**src/rtl/amm2ahb_pkg.sv**
```systemverilog
// amm2ahb_pkg: AHB-Lite codes and bridge state encoding shared by the amm2ahb bridge.
// Revision 1.0
`default_nettype none

package amm2ahb_pkg;

  localparam logic [1:0] HTRANS_IDLE   = 2'b00;
  localparam logic [1:0] HTRANS_NONSEQ = 2'b10;

  localparam logic [2:0] HSIZE_BYTE = 3'b000;
  localparam logic [2:0] HSIZE_HALF = 3'b001;
  localparam logic [2:0] HSIZE_WORD = 3'b010;

  localparam logic [2:0] HBURST_SINGLE = 3'b000;

  localparam logic [1:0] S_IDLE = 2'b00;
  localparam logic [1:0] S_ADDR = 2'b01;
  localparam logic [1:0] S_DATA = 2'b10;
  localparam logic [1:0] S_DONE = 2'b11;

endpackage

`default_nettype wire

```
**src/rtl/amm2ahb_be_decode.sv**
```systemverilog
// amm2ahb_be_decode: maps the remaining byte mask onto one AHB transfer (size, offset, leftover lanes).
// Revision 1.0
`default_nettype none

module amm2ahb_be_decode
  import amm2ahb_pkg::*;
(
  input  logic [3:0] i_mask,
  output logic [2:0] o_hsize,
  output logic [1:0] o_offset,
  output logic [3:0] o_mask_next
);

  always_comb begin
    o_hsize     = HSIZE_BYTE;
    o_offset    = 2'd0;
    o_mask_next = 4'b0000;
    case (i_mask)
      4'b1111: o_hsize = HSIZE_WORD;
      4'b0011: o_hsize = HSIZE_HALF;
      4'b1100: begin
        o_hsize  = HSIZE_HALF;
        o_offset = 2'd2;
      end
      default: begin
        // Single lanes and unaligned patterns both issue the lowest set lane as a byte.
        if (i_mask[0]) begin
          o_mask_next = {i_mask[3:1], 1'b0};
        end else if (i_mask[1]) begin
          o_offset    = 2'd1;
          o_mask_next = {i_mask[3:2], 2'b00};
        end else if (i_mask[2]) begin
          o_offset    = 2'd2;
          o_mask_next = {i_mask[3], 3'b000};
        end else if (i_mask[3]) begin
          o_offset    = 2'd3;
        end
      end
    endcase
  end

endmodule

`default_nettype wire

```
**src/rtl/amm2ahb.sv**
```systemverilog
// amm2ahb: Avalon-MM slave to AHB-Lite master bridge, one single transfer outstanding at a time.
// Revision 1.0
`default_nettype none

module amm2ahb
  import amm2ahb_pkg::*;
(
  input  logic        aclk,
  input  logic        aresetn,
  input  logic [31:0] amm_address,
  input  logic [31:0] amm_writedata,
  input  logic [3:0]  amm_byteenable,
  input  logic        amm_write,
  input  logic        amm_read,
  output logic [31:0] amm_readdata,
  output logic        amm_waitrequest,
  output logic        bus_error,
  output logic [31:0] ahb_haddr,
  output logic [2:0]  ahb_hsize,
  output logic [1:0]  ahb_htrans,
  output logic [2:0]  ahb_hburst,
  output logic        ahb_hwrite,
  output logic [31:0] ahb_hwdata,
  input  logic [31:0] ahb_hrdata,
  input  logic        ahb_hready,
  input  logic        ahb_hresp
);

  logic [1:0]  r_state;
  logic [29:0] r_addr;
  logic [31:0] r_wdata;
  logic [31:0] r_readdata;
  logic        r_write;
  logic        r_err;
  logic [3:0]  r_mask;

  logic [2:0]  w_hsize;
  logic [1:0]  w_offset;
  logic [3:0]  w_mask_next;
  logic [1:0]  w_unused_addr_lsb;

  assign w_unused_addr_lsb = amm_address[1:0];

  amm2ahb_be_decode u_be_decode (
    .i_mask      (r_mask),
    .o_hsize     (w_hsize),
    .o_offset    (w_offset),
    .o_mask_next (w_mask_next)
  );

  always_ff @(posedge aclk) begin
    if (!aresetn) begin
      r_state    <= S_IDLE;
      r_addr     <= 30'd0;
      r_wdata    <= 32'd0;
      r_readdata <= 32'd0;
      r_write    <= 1'b0;
      r_err      <= 1'b0;
      r_mask     <= 4'b0000;
    end else begin
      case (r_state)
        S_IDLE: begin
          if (amm_read || amm_write) begin
            r_addr  <= amm_address[31:2];
            r_wdata <= amm_writedata;
            r_write <= amm_write;
            r_mask  <= amm_write ? amm_byteenable : 4'b1111;
            r_state <= (amm_write && (amm_byteenable == 4'b0000)) ? S_DONE : S_ADDR;
          end
        end
        S_ADDR: begin
          if (ahb_hready) begin
            r_mask  <= w_mask_next;
            r_state <= S_DATA;
          end
        end
        S_DATA: begin
          if (ahb_hready) begin
            if (ahb_hresp) begin
              r_err   <= 1'b1;
              r_mask  <= 4'b0000;
              r_state <= S_DONE;
              if (!r_write) r_readdata <= 32'd0;
            end else begin
              if (!r_write) r_readdata <= ahb_hrdata;
              r_state <= (r_mask != 4'b0000) ? S_ADDR : S_DONE;
            end
          end
        end
        S_DONE: begin
          r_err   <= 1'b0;
          r_state <= S_IDLE;
        end
        default: r_state <= S_IDLE;
      endcase
    end
  end

  // All AHB outputs come from registered state, so no Avalon input reaches them combinationally.
  assign ahb_haddr       = {r_addr, w_offset};
  assign ahb_hsize       = w_hsize;
  assign ahb_htrans      = (r_state == S_ADDR) ? HTRANS_NONSEQ : HTRANS_IDLE;
  assign ahb_hburst      = HBURST_SINGLE;
  assign ahb_hwrite      = r_write;
  assign ahb_hwdata      = r_wdata;
  assign amm_readdata    = r_readdata;
  assign amm_waitrequest = (r_state != S_DONE);
  assign bus_error       = (r_state == S_DONE) && r_err;

endmodule

`default_nettype wire

```
**config.mk**
```make
export PLATFORM = sky130hd
export DESIGN_NAME = amm2ahb
export DESIGN_NICKNAME = d
export VERILOG_FILES = /design/src/rtl/amm2ahb_pkg.sv /design/src/rtl/amm2ahb_be_decode.sv /design/src/rtl/amm2ahb.sv
export SDC_FILE = /design/constraint.sdc
export NUM_CORES = 1
export LEC_CHECK = 0
export ABC_AREA = 0
export BUFFER_PORTS_ARGS = -buffer_cell sky130_fd_sc_hd__buf_2
export CELL_PAD_IN_SITES_DETAIL_PLACEMENT = 0
export CELL_PAD_IN_SITES_GLOBAL_PLACEMENT = 1
export CORE_UTILIZATION = 31
export DETAILED_ROUTE_END_ITERATION = 7
export GPL_ROUTABILITY_DRIVEN = 0
export PLACE_DENSITY = 0.87
export SLEW_MARGIN = 20
export SYNTH_ARGS = -nofsm -noshare
export SYNTH_HDL_FRONTEND = slang
export SYNTH_HIERARCHICAL = 1
export SYNTH_SLANG_ARGS = --single-unit
```
**constraint.sdc**
```tcl
create_clock -name aclk -period 2 [get_ports aclk]
set_clock_uncertainty 0.05 [all_clocks]
set_input_delay 0.2 -clock aclk [delete_from_list [all_inputs] [get_ports aclk]]
set_output_delay 0.2 -clock aclk [all_outputs]
set_load 0.01 [all_outputs]
```
== Yosys cells after proc, flatten, opt, wreduce, memory -nomap -nowiden ==
Cells that the tools add are included.

* Equality and inequality tests: 14
* Muxes and demuxes: 30
* Bitwise gates (word level): 1
* Reduce and logical (&&, ||, !) cells: 19

{| class="wikitable"
|+ Operators with widths
! operator !! count
|-
| $mux W32 || 3
|-
| $mux W4 || 9
|-
| $mux W2 || 11
|-
| $pmux W4 S3 || 1
|-
| $ne A2 B2 Y1 const B || 5
|-
| $ne A3 B3 Y1 const B || 3
|-
| $reduce_and A3 Y1 || 3
|-
| $eq A4 B4 Y1 const B || 2
|-
| $pmux W2 S2 || 2
|-
| $pmux W2 S4 || 1
|-
| $reduce_and A8 Y1 || 1
|-
| $reduce_and A7 Y1 || 1
|-
| $reduce_and A6 Y1 || 1
|-
| $reduce_and A5 Y1 || 1
|-
| $eq A2 B2 Y1 const B || 2
|-
| $eq A4 B2 Y1 const B || 1
|-
| $logic_not A4 Y1 || 1
|-
| $reduce_bool A4 Y1 || 1
|-
| $reduce_or A2 Y1 || 2
|-
| $reduce_bool A3 Y1 || 1
|-
| $reduce_or A3 Y1 || 1
|-
| $eq A2 B1 Y1 const B || 1
|-
| $logic_and A1 B1 Y1 || 2
|-
| $logic_not A2 Y1 || 1
|-
| 6 further kinds || 7
|}

* Register bits: 102
* Input port bits: 106
* Logic and storage cells: 74

== Logic depth before layout (Yosys ltp) ==
* Depth after elaboration: 6
* Mapped depth: 7
* Mapped depth without buffers: 5

== By module ==
Netlist, hierarchy kept.

{| class="wikitable"
|+ Modules (own cells, without submodules)
! module !! instances !! cells each !! area an instance (um2)
|-
| amm2ahb || 1 || 478 || 3917.5
|-
| amm2ahb_be_decode || 1 || 19 || 113.9
|}

== Worst setup path before layout ==
OpenSTA, ideal clock, no wires.

* Kind: register -> register
* Start point: register r_state[1]
* End point: register r_mask[0]
* Data arrival time: 1.388 ns
* Data required time: 1.818 ns
* Slack: 0.431 ns
* Cell stages (with the launch flop): 6
* Period minus slack after synthesis: 1.569 ns
* Path through: dfxtp_1 -> inv_1 -> ha_1 -> o21bai_1 -> nand4b_1 -> mux2i_1

* Word-level cells in the longest chain between the ends: 3
* Elaborated cells between the ends (all ways): 10
* Classes of those cells: 6 x eq/ne; 1 x mux; 3 x reduce/logical

{| class="wikitable"
|+ RTL lines
! element !! RTL line !! source
|-
| from (decl) || amm2ahb.sv:29 || <nowiki>logic [1:0] r_state;</nowiki>
|-
| from (signal assigned) || amm2ahb.sv:68 || <nowiki>r_state <= (amm_write && (amm_byteenable == 4'b0000)) ? S_DONE : S_ADDR;</nowiki>
|-
| from (signal assigned) || amm2ahb.sv:86 || <nowiki>r_state <= (r_mask != 4'b0000) ? S_ADDR : S_DONE;</nowiki>
|-
| $eq A2 B2 Y1, or another cell as far along || amm2ahb.sv:61 || <nowiki>case (r_state)</nowiki>
|-
| $ne A2 B2 Y1 (no line) / $reduce_bool A3 Y1 (equally long branches) || -- ||
|-
| $reduce_and A5 Y1 (no line) || -- ||
|-
| to (signal assigned) || amm2ahb.sv:67 || <nowiki>r_mask <= amm_write ? amm_byteenable : 4'b1111;</nowiki>
|-
| to (signal assigned) || amm2ahb.sv:73 || <nowiki>r_mask <= w_mask_next;</nowiki>
|-
| to (decl) || amm2ahb.sv:35 || <nowiki>logic [3:0] r_mask;</nowiki>
|}

Parallel ways exist; a longest one is shown, timed or not.
A chain may end at the register's enable or synchronous reset.

== Worst setup path after layout ==
* Start point: register r_state[0]
* End point: register r_mask[2]

* Word-level cells in the longest chain between the ends: 3
* Elaborated cells between the ends (all ways): 12
* Classes of those cells: 8 x eq/ne; 1 x mux; 3 x reduce/logical

{| class="wikitable"
|+ RTL lines
! element !! RTL line
|-
| $eq A2 B1 Y1, or another cell as far along || amm2ahb.sv:61
|-
| $ne A3 B3 Y1 (no line), or another cell as far along || --
|-
| $reduce_and A7 Y1 (no line) || --
|}

Parallel ways exist; a longest one is shown, timed or not.

==> flow_summary.ini <==
[status]
run_status = completed

[sta]
period_minus_slack_ns = 1.84
max_slew_margin_pct = 46.1
slew_violations = 0
worstMarginPinSlew_ns = 0.806
holdWs_ns = 0.0381
rsz0062_at_grt = no
fmax_mhz = 544
finalHoldViolations = 0
tns_ns = 0
setup_viol = 0
min_period_over_period_pct = 91.9

[cells_and_area]
final_net_count = 798
synthToLayoutAreaGrowth_pct = 36.5
drive_above_1_share_pct = 34.5
antennaDiodeCount = 0

[synth]
ys_seq_area_share_pct = 50.7
syn_avg_cell_area_um2 = 8.11
synth_commonest_cells = nand2_1, dfxtp_1, a21oi_1
synth_area_um2 = 4030
synth.most_common_cell = nand2_1
async_reset_ff_share_pct = 0
synth.area.top_cells = dfxtp_1, nand2_1, a21oi_1
yosys_warnings = 6
syn_inst = 497
synth_top_area_cell = dfxtp_1
synth_edf_count = 0
synth.ff_latch_count = 102
synth_top_area_share_pct = 50.7
synth_ff_type = dfxtp_1
ys_types = 38

[route]
drt-initial-drc-count = 168
drt_pass1_iterations = 4
vias = 3989
drt-met1-wl_mm = 4.59
detail-route-antenna-nets = 0
routedWlPerCell_um = 12.6
highest_layer = met4
route.detailed.drc = 0
wirelength_mm = 10.9
wl_met3_um = 825
route.met2.wl_mm = 5.19
vias_per_cell = 4.63

[worst_setup_path]
crit_path_cell_trace = inv_1 > ha_1 > o21bai_1 > nand4b_1 > mux2i_1
path_class = reg2reg
critPathMaxFanout = 8
max_stage_delay_ns = 0.41
path_delay_family = flip-flops
rr_worst_depth = 5
rrSetupSlack_ns = 0.16
r2r-start = r_state[0]
critPathSlowestCell = dfxtp_1
reg2reg_to = r_mask[2]
crit_arrival_ns = 2.00
critPathBufInv = 1
startpoint_type = flip-flop
worstPathRequired_ns = 2.16
cp-end-kind = flip-flop

[clock_tree]
post_cts_resized = 0
clockBufferDepth = 2
cts.clk_slew.worst_paths_ns = 0.07
cts_tree = yes
cts.sinks = 102
holdBufCountCts = 0
root_buffer = clkbuf_16
postCtsSetupBuffers = 0
numCtsBuffers = 9
htreeDepth = 3
insertion_delay_ns = 0.34

[pwr]
ir_worst_vdd_mv = 0.489
power.density_nw_per_um2 = 1220
power_mw = 6.71
p_leak_nw = 2.53

[floorplan]
fp.dieH_um = 116
rows = 41
die-area_um2 = 13500
initial_core_util_pct = 31.8
die_x_um = 116
core_area_um2 = 12700
io_pins = 213

[min_path]
min_path_cells = 3
hp-class = in2reg
min_to = ahb_hwdata[24]
worstHoldStart = amm_writedata[24]

[flow_run]
max_cap_violations = 0

[placement]
dpl.hpwl_mm = 7.77
io_buffers = 205

[global_route]
antenna_found_initial = 0
grt_first_pass_wirelength_mm = 16.6
grt_pass1_vias = 3591
grtUsageTotal_pct = 15.8
grt_start_max_net_pins = 54
grt-ovfl-total = 0
flip-flops by register name, indices dropped and copies added (netlist names):
register	cells
ahb_hwdata	32
amm_readdata	32
r_addr	30
r_mask	4
r_state	2
ahb_hwrite	1
r_err	1
cell type report:
class                   instances  area, um2
repair buffers                214       1130
fillers                      1297       7170
inverters                       6       22.5
well taps                     172        215
flip-flops and latches        102       2040
multi-input cells             353       1820
clock buffers                  12        256
clock inverters                 3       20.0
per-layer routing:
layer,GRT usage [%],vias up
met5,0,-
met4,7.78,0
met2,27.2,142
met1,17.6,1808
met3,4.92,15
li1,-,2024
layout by cell type, fill, tap and decap left out, drive strengths merged, types with 6 or more instances in the layout:
cell type / n
inv: 6
buf: 214
ha: 6
nor2: 6
nand3b: 34
a21oi: 99
nand2: 163
dfxtp: 102
clkbuf: 12
conb: 6
worst register-to-register path, cell delays in order, from the launching register on:
cell,delay [ns]
dfxtp_1,0.41
inv_1,0.11
ha_1,0.30
o21bai_1,0.30
nand4b_1,0.34
mux2i_1,0.21
worst max path at each step:
stage	start	to	slack, ns	cells past startpoint
global placement	r_state[0]	r_mask[2]	0.27	5
floorplan	r_state[1]	r_mask[0]	0.43	5
finish	r_state[0]	r_mask[2]	0.16	5
CTS	r_state[0]	r_mask[2]	0.16	5
global route	r_state[0]	r_mask[3]	0.005	5
detailed placement	r_state[0]	r_mask[2]	0.17	5
through the flow:
step                cell area, um2  utilization [%]  setup WS (ns)  std cells
floorplan                     4050                -          0.431        501
global placement              5230             41.2          0.270        847
detailed placement            5230             41.2          0.171        847
CTS                           5500             43.4          0.163        862
global route                  5500             43.4        0.00509        862
finish                        5500             43.4          0.163        862
logic make-up after synthesis:
group	share of synthesized area, %
adders and majority gates	1.86
AOI/OAI and AO/OA	16.8
buffers and inverters	5.00
muxes	0.993
and+or+nand+nor	24.5
other	0.186
DFF	50.7
power breakdown:
part,internal (mW),switching [mW]
clock network,0.903,0.731
registers,2.42,0.254
logic,0.995,1.41
(Power assumes the default switching activity.)
